===== src/rtl/fetch_stage.sv =====
// ---------------------------------------------------------------------------
// fetch_stage
//
// Instruction fetch stage. Owns the PC, issues in-order requests to
// instruction memory, buffers returned words (with their PCs) in a small FIFO
// and hands them to decode over a valid/ready handshake. A taken branch/jump
// from execute redirects the PC and flushes everything fetched so far.
//
// Requests are credit limited: a request is only raised while
// (in-flight requests + buffered words) < DEPTH, so a returning word always
// has a FIFO slot waiting for it.
//
// The reset input is asserted asynchronously; its release is re-timed to
// clk by a two-flop synchronizer before it reaches the rest of the logic.
//
// Optional feature (macro FETCH_MISALIGN_EN):
//   Adds inst_misaligned. A redirect to a target with pc[1:0] != 0 sets a
//   sticky fault; no further requests issue, and once nothing is in flight a
//   single NOP entry is presented at the faulting PC with inst_misaligned=1.
//   The fault clears when that entry is popped or on the next redirect.
//
// Ports:
//   clk             in   clock, rising edge
//   rst             in   asynchronous active-high reset
//   imem_req_valid  out  fetch request valid
//   imem_req_ready  in   memory accepts the request this cycle
//   imem_req_addr   out  fetch address (current PC)
//   imem_rsp_valid  in   response word valid (in order, >=1 cycle latency)
//   imem_rsp_data   in   returned instruction word
//   redirect_valid  in   branch/jump taken (one-cycle pulse)
//   redirect_pc     in   redirect target
//   inst_valid      out  inst/inst_pc valid toward decode
//   inst_ready      in   decode accepts
//   inst            out  instruction word
//   inst_pc         out  PC of inst
//   inst_misaligned out  (FETCH_MISALIGN_EN only) presented entry is a fault
//
// FSM states:
//   state | meaning
//   BOOT  | first cycle out of reset, no requests issued
//   RUN   | normal fetching and delivery
//   FLUSH | draining responses of squashed requests, nothing delivered
// ---------------------------------------------------------------------------
module fetch_stage #(
    parameter int                    DATA_WIDTH = 32,
    parameter logic [DATA_WIDTH-1:0] RESET_PC   = '0,
    parameter int                    DEPTH      = 2
) (
    input  logic                  clk,
    input  logic                  rst,
    output logic                  imem_req_valid,
    input  logic                  imem_req_ready,
    output logic [DATA_WIDTH-1:0] imem_req_addr,
    input  logic                  imem_rsp_valid,
    input  logic [31:0]           imem_rsp_data,
    input  logic                  redirect_valid,
    input  logic [DATA_WIDTH-1:0] redirect_pc,
    output logic                  inst_valid,
    input  logic                  inst_ready,
    output logic [31:0]           inst,
    output logic [DATA_WIDTH-1:0] inst_pc
`ifdef FETCH_MISALIGN_EN
    ,
    output logic                  inst_misaligned
`endif
);

    localparam int                    PTR_W   = (DEPTH > 1) ? $clog2(DEPTH) : 1;
    localparam int                    CNT_W   = $clog2(DEPTH) + 1;
    localparam logic [CNT_W:0]        DEPTH_S = (CNT_W + 1)'(DEPTH);
    localparam logic [DATA_WIDTH-1:0] PC_STEP = DATA_WIDTH'(4);
`ifdef FETCH_MISALIGN_EN
    localparam logic [31:0]           NOP_WORD = 32'h0000_0013;
`endif

    typedef enum logic [1:0] {
        BOOT  = 2'd0,
        RUN   = 2'd1,
        FLUSH = 2'd2
    } state_t;

    // Reset synchronizer: assert immediately, release on a clock edge.
    logic rst_meta_q;
    logic rst_sync_q;

    always_ff @(posedge clk or posedge rst) begin
        if (rst) begin
            rst_meta_q <= 1'b1;
            rst_sync_q <= 1'b1;
        end else begin
            rst_meta_q <= 1'b0;
            rst_sync_q <= rst_meta_q;
        end
    end

    state_t                  state_q, state_d;
    logic [DATA_WIDTH-1:0]   pc_q, pc_d;
    logic [DATA_WIDTH-1:0]   rsp_pc_q, rsp_pc_d;
    logic [CNT_W-1:0]        outst_q, outst_d;
    logic [CNT_W-1:0]        count_q, count_d;
    logic [PTR_W-1:0]        wr_ptr_q, wr_ptr_d;
    logic [PTR_W-1:0]        rd_ptr_q, rd_ptr_d;
    logic [31:0]             data_q [DEPTH];
    logic [DATA_WIDTH-1:0]   pcs_q  [DEPTH];

    logic credit_ok;
    logic fault_block;
    logic req_valid;
    logic req_fire;
    logic push;
    logic fifo_valid;
    logic pop;

`ifdef FETCH_MISALIGN_EN
    logic fault_q, fault_d;
    logic fault_show;
    logic fault_pop;

    // pc_q holds the faulting target: nothing is requested while the fault
    // is set, so the PC cannot move away from it.
    assign fault_block = fault_q;
    assign fault_show  = fault_q && (state_q == RUN) && (outst_q == '0);
    assign fault_pop   = fault_show && inst_ready && !redirect_valid;
`else
    assign fault_block = 1'b0;
`endif

    assign credit_ok  = ({1'b0, outst_q} + {1'b0, count_q}) < DEPTH_S;
    assign req_valid  = (state_q == RUN) && !redirect_valid && credit_ok && !fault_block;
    assign req_fire   = req_valid && imem_req_ready;
    // Responses are buffered only in RUN; in FLUSH (or on a redirect) they
    // belong to squashed requests and are dropped.
    assign push       = imem_rsp_valid && (state_q == RUN) && !redirect_valid;
    assign fifo_valid = (count_q != '0) && (state_q != FLUSH);
    assign pop        = fifo_valid && inst_ready && !redirect_valid;

    // Outstanding tracks every accepted request until its response returns,
    // including responses that are discarded.
    assign outst_d = outst_q + CNT_W'(req_fire) - CNT_W'(imem_rsp_valid);

    assign imem_req_valid = req_valid;
    assign imem_req_addr  = pc_q;

`ifdef FETCH_MISALIGN_EN
    assign inst_valid      = fifo_valid || fault_show;
    assign inst            = fault_show ? NOP_WORD : data_q[rd_ptr_q];
    assign inst_pc         = fault_show ? pc_q     : pcs_q[rd_ptr_q];
    assign inst_misaligned = fault_show;
`else
    assign inst_valid = fifo_valid;
    assign inst       = data_q[rd_ptr_q];
    assign inst_pc    = pcs_q[rd_ptr_q];
`endif

    // -----------------------------------------------------------------------
    // FSM
    // -----------------------------------------------------------------------
    always_ff @(posedge clk or posedge rst_sync_q) begin
        if (rst_sync_q) begin
            state_q <= BOOT;
        end else begin
            state_q <= state_d;
        end
    end

    always_comb begin
        state_d = state_q;
        case (state_q)
            BOOT: begin
                state_d = RUN;
            end
            RUN: begin
                if (redirect_valid && (outst_d != '0)) begin
                    state_d = FLUSH;
                end
            end
            FLUSH: begin
                // A redirect here only reloads the PC; leaving FLUSH waits
                // for a quiet cycle with nothing left in flight.
                if (!redirect_valid && (outst_d == '0)) begin
                    state_d = RUN;
                end
            end
            default: begin
                state_d = BOOT;
            end
        endcase
    end

    // -----------------------------------------------------------------------
    // PC, counters and FIFO pointers
    // -----------------------------------------------------------------------
    always_comb begin
        pc_d     = pc_q;
        rsp_pc_d = rsp_pc_q;
        count_d  = count_q;
        wr_ptr_d = wr_ptr_q;
        rd_ptr_d = rd_ptr_q;

        if (redirect_valid) begin
            pc_d     = redirect_pc;
            rsp_pc_d = redirect_pc;
            count_d  = '0;
            wr_ptr_d = '0;
            rd_ptr_d = '0;
        end else begin
            if (req_fire) begin
                pc_d = pc_q + PC_STEP;
            end
            if (push) begin
                rsp_pc_d = rsp_pc_q + PC_STEP;
                wr_ptr_d = wr_ptr_q + PTR_W'(1);
            end
            if (pop) begin
                rd_ptr_d = rd_ptr_q + PTR_W'(1);
            end
            count_d = count_q + CNT_W'(push) - CNT_W'(pop);
        end
    end

`ifdef FETCH_MISALIGN_EN
    always_comb begin
        fault_d = fault_q;
        if (redirect_valid) begin
            fault_d = (redirect_pc[1:0] != 2'b00);
        end else if (fault_pop) begin
            fault_d = 1'b0;
        end
    end
`endif

    always_ff @(posedge clk or posedge rst_sync_q) begin
        if (rst_sync_q) begin
            pc_q     <= RESET_PC;
            rsp_pc_q <= RESET_PC;
            outst_q  <= '0;
            count_q  <= '0;
            wr_ptr_q <= '0;
            rd_ptr_q <= '0;
        end else begin
            pc_q     <= pc_d;
            rsp_pc_q <= rsp_pc_d;
            outst_q  <= outst_d;
            count_q  <= count_d;
            wr_ptr_q <= wr_ptr_d;
            rd_ptr_q <= rd_ptr_d;
        end
    end

`ifdef FETCH_MISALIGN_EN
    always_ff @(posedge clk or posedge rst_sync_q) begin
        if (rst_sync_q) begin
            fault_q <= 1'b0;
        end else begin
            fault_q <= fault_d;
        end
    end
`endif

    // -----------------------------------------------------------------------
    // FIFO storage
    // -----------------------------------------------------------------------
    always_ff @(posedge clk or posedge rst_sync_q) begin
        if (rst_sync_q) begin
            for (int i = 0; i < DEPTH; i++) begin
                data_q[i] <= '0;
                pcs_q[i]  <= '0;
            end
        end else if (push) begin
            data_q[wr_ptr_q] <= imem_rsp_data;
            pcs_q[wr_ptr_q]  <= rsp_pc_q;
        end
    end

endmodule


===== config.mk =====
export PLATFORM = sky130hd
export DESIGN_NAME = fetch_stage
export DESIGN_NICKNAME = d
export VERILOG_FILES = /design/src/rtl/fetch_stage.sv
export SDC_FILE = /design/constraint.sdc
export NUM_CORES = 1
export LEC_CHECK = 0
export CELL_PAD_IN_SITES_DETAIL_PLACEMENT = 1
export CELL_PAD_IN_SITES_GLOBAL_PLACEMENT = 1
export CORE_MARGIN = 4
export CORE_UTILIZATION = 46
export DETAILED_ROUTE_END_ITERATION = 7
export DONT_BUFFER_PORTS = 1
export PLACE_DENSITY = 0.84
export SYNTH_ARGS = -nofsm -noshare
export SYNTH_HDL_FRONTEND = slang
export SYNTH_SLANG_ARGS = --single-unit

===== constraint.sdc =====
create_clock -name clk -period 5.75 [get_ports clk]
set_clock_uncertainty 0.2 [all_clocks]
set_input_delay 0.575 -clock clk [delete_from_list [all_inputs] [get_ports clk]]
set_output_delay 0.575 -clock clk [all_outputs]
set_load 0.03 [all_outputs]

==> impl_results.md <==
* Outcome: finished, final reports clean
* Min Hold Slack at 0.0242 ns
* Final Net Count at 845
* WL per Instance at 22.6 µm
* Die area at 23200 µm²
* Routability cong. at 0.864
* Hold crit path type: input port to flip-flop
* Hpwl dp at 15800 µm
* CP endpoint: state_q[1]
* Slew margin rel. at 23.3%
* Fraction of layout cells with a size suffix above 1 at 32.5%
* Layout area overhead at 11.4%
* Die outline width at 152 µm
* Routed Antenna Nets at 0
* CTS buffer count at 23
* Worst stage delay on the critical path at 0.59 ns
* PD cells at 529 nW/µm²
* Worst skew pair latency at 0.50 ns
* Number of flops mapped to enable cells by yosys at 0
* Pleak at 0.00443 µW
* Critical Path End Type: flip-flop
* GRT Util Overall at 20.4%
* CP max-delay cell: or3b_1
* Max-Cap Viols at 0
* Clock H-tree levels at 1
* Synth Area in Adders at 0.994%
* Multiplexer share of the synthesized area at 24.4%
* Synth unique cells at 57
* CTS tree: done
* Worst r2r src: outst_q[0]
* Compound-Gate Fraction of Synth Area at 4.22%
* # clock sinks at 202
* Req. time, crit path at 5.93 ns
* Worst path cell trace: and2_1, fa_1, or3b_1, nor2_4, inv_2, ha_1, inv_1, ha_1, xnor2_1, xnor2_1, or2_2, o21a_1, o2bb2ai_1
* Pin count of the biggest net entering global routing at 160
* Global-route wire length before repair at 38500 µm
* Core area at 20400 µm²
* Input/output buffers at 0
* DRC at 0
* Drt pass-1 iters at 4
* Ranking of synthesized cells by area: dfrtp_1 (52%), mux2_2 (23%), xnor2_1 (2.7%), xor2_1 (2.2%), nand3_1 (1.7%)
* Worst Path Class, Setup: flip-flop to flip-flop
* Num ports at 168
* Die H at 152 µm
* Row Count at 52
* Post-CTS Setup Inserts at 0
* Seq/Total Area, Yosys at 52.9%
* Post-synth top area share at 52.3%
* Worst-Margin Slew at 1.14 ns
* Initial antenna violation count at 0
* Max VDD drop at 0.229 mV
* Tmin final at 3.69 ns
* Post-synth ARST share at 100%
* Global route overflow at 0
* Initial Utilization at 47.0%
* Synth Cell Area at 9570 µm²
* ANT cells at 0
* Finish-stage setup viols at 0
* Final Cycle Share at 64.1%
* Via density at 5.75
* Xor/xnor cell area share of the yosys netlist at 4.85%
* Clock buffer depth at 3
* RSZ-0062 raised after global routing: false
* Dominant cell type by area after synthesis: dfrtp_1
* Place WS at 2.08 ns
* R2r endpoint: state_q[1]
* Via count at 6065
* Vias in the first global route at 6702
* Synth warn at 0
* Synth Area in Simple Gates at 10.4%
* Crit path launch type: flip-flop
* Total Wirelength at 23800 µm
* Setup tns final at 0 ns
* CTS root buf: clkbuf_16
* Synthesized netlist cell count at 763
* Crit path arrival time at 3.87 ns
* Main combinational cell family by area after synthesis: multiplexers
* Commonest cells after routing, fill and taps aside: dfrtp_1 (199), mux2_2 (195), nand2_1 (34), nand3_1 (32), nor2_1 (31)
* Initial DRC Count at 273
* Synth Area per Inst at 12.5 µm²
* Top_reg_cell synth: dfrtp_1
* Flop2flop setup slack at 2.06 ns
* Max Slew Vio Count at 0
* Most common cell after layout, fill and taps aside: dfrtp_1
* Final hold vios at 0
* Fmax at 271 MHz
* Yosys reg bits at 202
* FF-to-FF path depth at 13
* Critical Path Source: outst_q[0]
* Clock Pin Slew Worst Setup and Hold Paths at 0.06 ns
* Fin worst setup slack at 2.06 ns
* Net count after synthesis at 840
* Max FO, Critical Path at 7
-- where the power goes --
part,total (µW),internal [µW],switching [µW]
registers,2320,1930,393
clock network,1410,860,554
logic,1910,750,1160
total,5640,3540,2100
-- Yosys cell counts (all sizes together) (2+ instances only) --
master and count:
a21boi 14, a21o 2, a21oi 13, a31oi 6, and2 4, and3 4
and4 2, buf 15, clkbuf 19, dfrtp 200, dfstp 2, ha 6
inv 19, mux2 206, nand2 35, nand2b 9, nand3 32, nand4 24
nor2 33, nor3 6, nor4 11, o211ai 3, o21ai 20, o2bb2ai 2
or2 3, or3 5, or3b 2, xnor2 29, xor2 24
-- per-layer routing --
metal | part of all wire (%) | wire, µm | track usage (%) | up-vias
li1 | - | - | - | 2731
met1 | 41 | 9850 | 25.5 | 3109
met2 | 48 | 11500 | 34.6 | 197
met3 | 9.1 | 2170 | 7.02 | 28
met4 | 1.3 | 308 | 4.54 | 0
met5 | 0 | 0 | 0 | -
-- repair_timing --
action / in CTS / in global routing
resized for setup: 0 / 0
setup endpoints to repair: 0 / 0
hold endpoints to repair: 19 / 0
hold buffers: 10 / 0
-- cell families (layout without fill, tap and decap cells) --
family | Yosys count | in the layout
AO/OA/AOI/OAI | 65 | 65
XOR/XNOR | 53 | 53
adder cells (fa/ha/maj) | 7 | 7
buffers and inverters | 53 | 74
flip-flops | 202 | 202
multiplexers | 207 | 207
other | 1 | 1
AND/OR/NAND/NOR | 175 | 175
-- sequential cells by signal, indices dropped and copies added (netlist names) --
| register | flops |
|---|---|
| count_q | 2 |
| data_q | 64 |
| imem_req_addr | 32 |
| outst_q | 2 |
| pcs_q | 64 |
| rd_ptr_q | 1 |
| rsp_pc_q | 32 |
| rst_meta_q | 1 |
| rst_sync_q | 1 |
| state_q | 2 |
| wr_ptr_q | 1 |
-- stage by stage --
stage,utilization [%],cell area (µm²),power [µW],std cells
4_1_cts,52.3,10700,5730,1054
3_5_place_dp,48.3,9830,4260,1003
5_1_grt,52.3,10700,5960,1054
3_3_place_gp,48.3,9830,4160,1003
6_report,52.3,10700,5640,1054
2_1_floorplan,-,9570,3900,763
-- worst min path at each step --
stage | from | end | slack, ns | cells after the start
finish | imem_rsp_data[20] | data_q[52] | 0.02 | 1
global placement | rst_meta_q | rst_sync_q | 0.15 | 0
floorplan | rst_meta_q | rst_sync_q | 0.15 | 0
detailed placement | rst_meta_q | rst_sync_q | 0.15 | 0
global route | imem_rsp_data[25] | data_q[57] | 0.004 | 1
CTS | imem_rsp_data[20] | data_q[52] | 0.001 | 1
-- layout make-up --
class / count / area [µm²]
fill: 2041 / 9710
clock buffer: 38 / 692
inverter: 19 / 80.1
clock inverter: 3 / 40.0
timing repair buffer: 14 / 143
tap: 270 / 338
sequential: 202 / 5060
multi-input combinational: 508 / 4310
-- worst max-delay path: cells and delay by family, from the launching register on --
kind	cells	cell delay (ns)
flops	1	0.38
fa+ha+maj	3	0.89
buf+inv	2	0.14
simple gates	4	1.34
xor+xnor	2	0.30
compound gates	2	0.31
(Power assumes the default switching activity.)
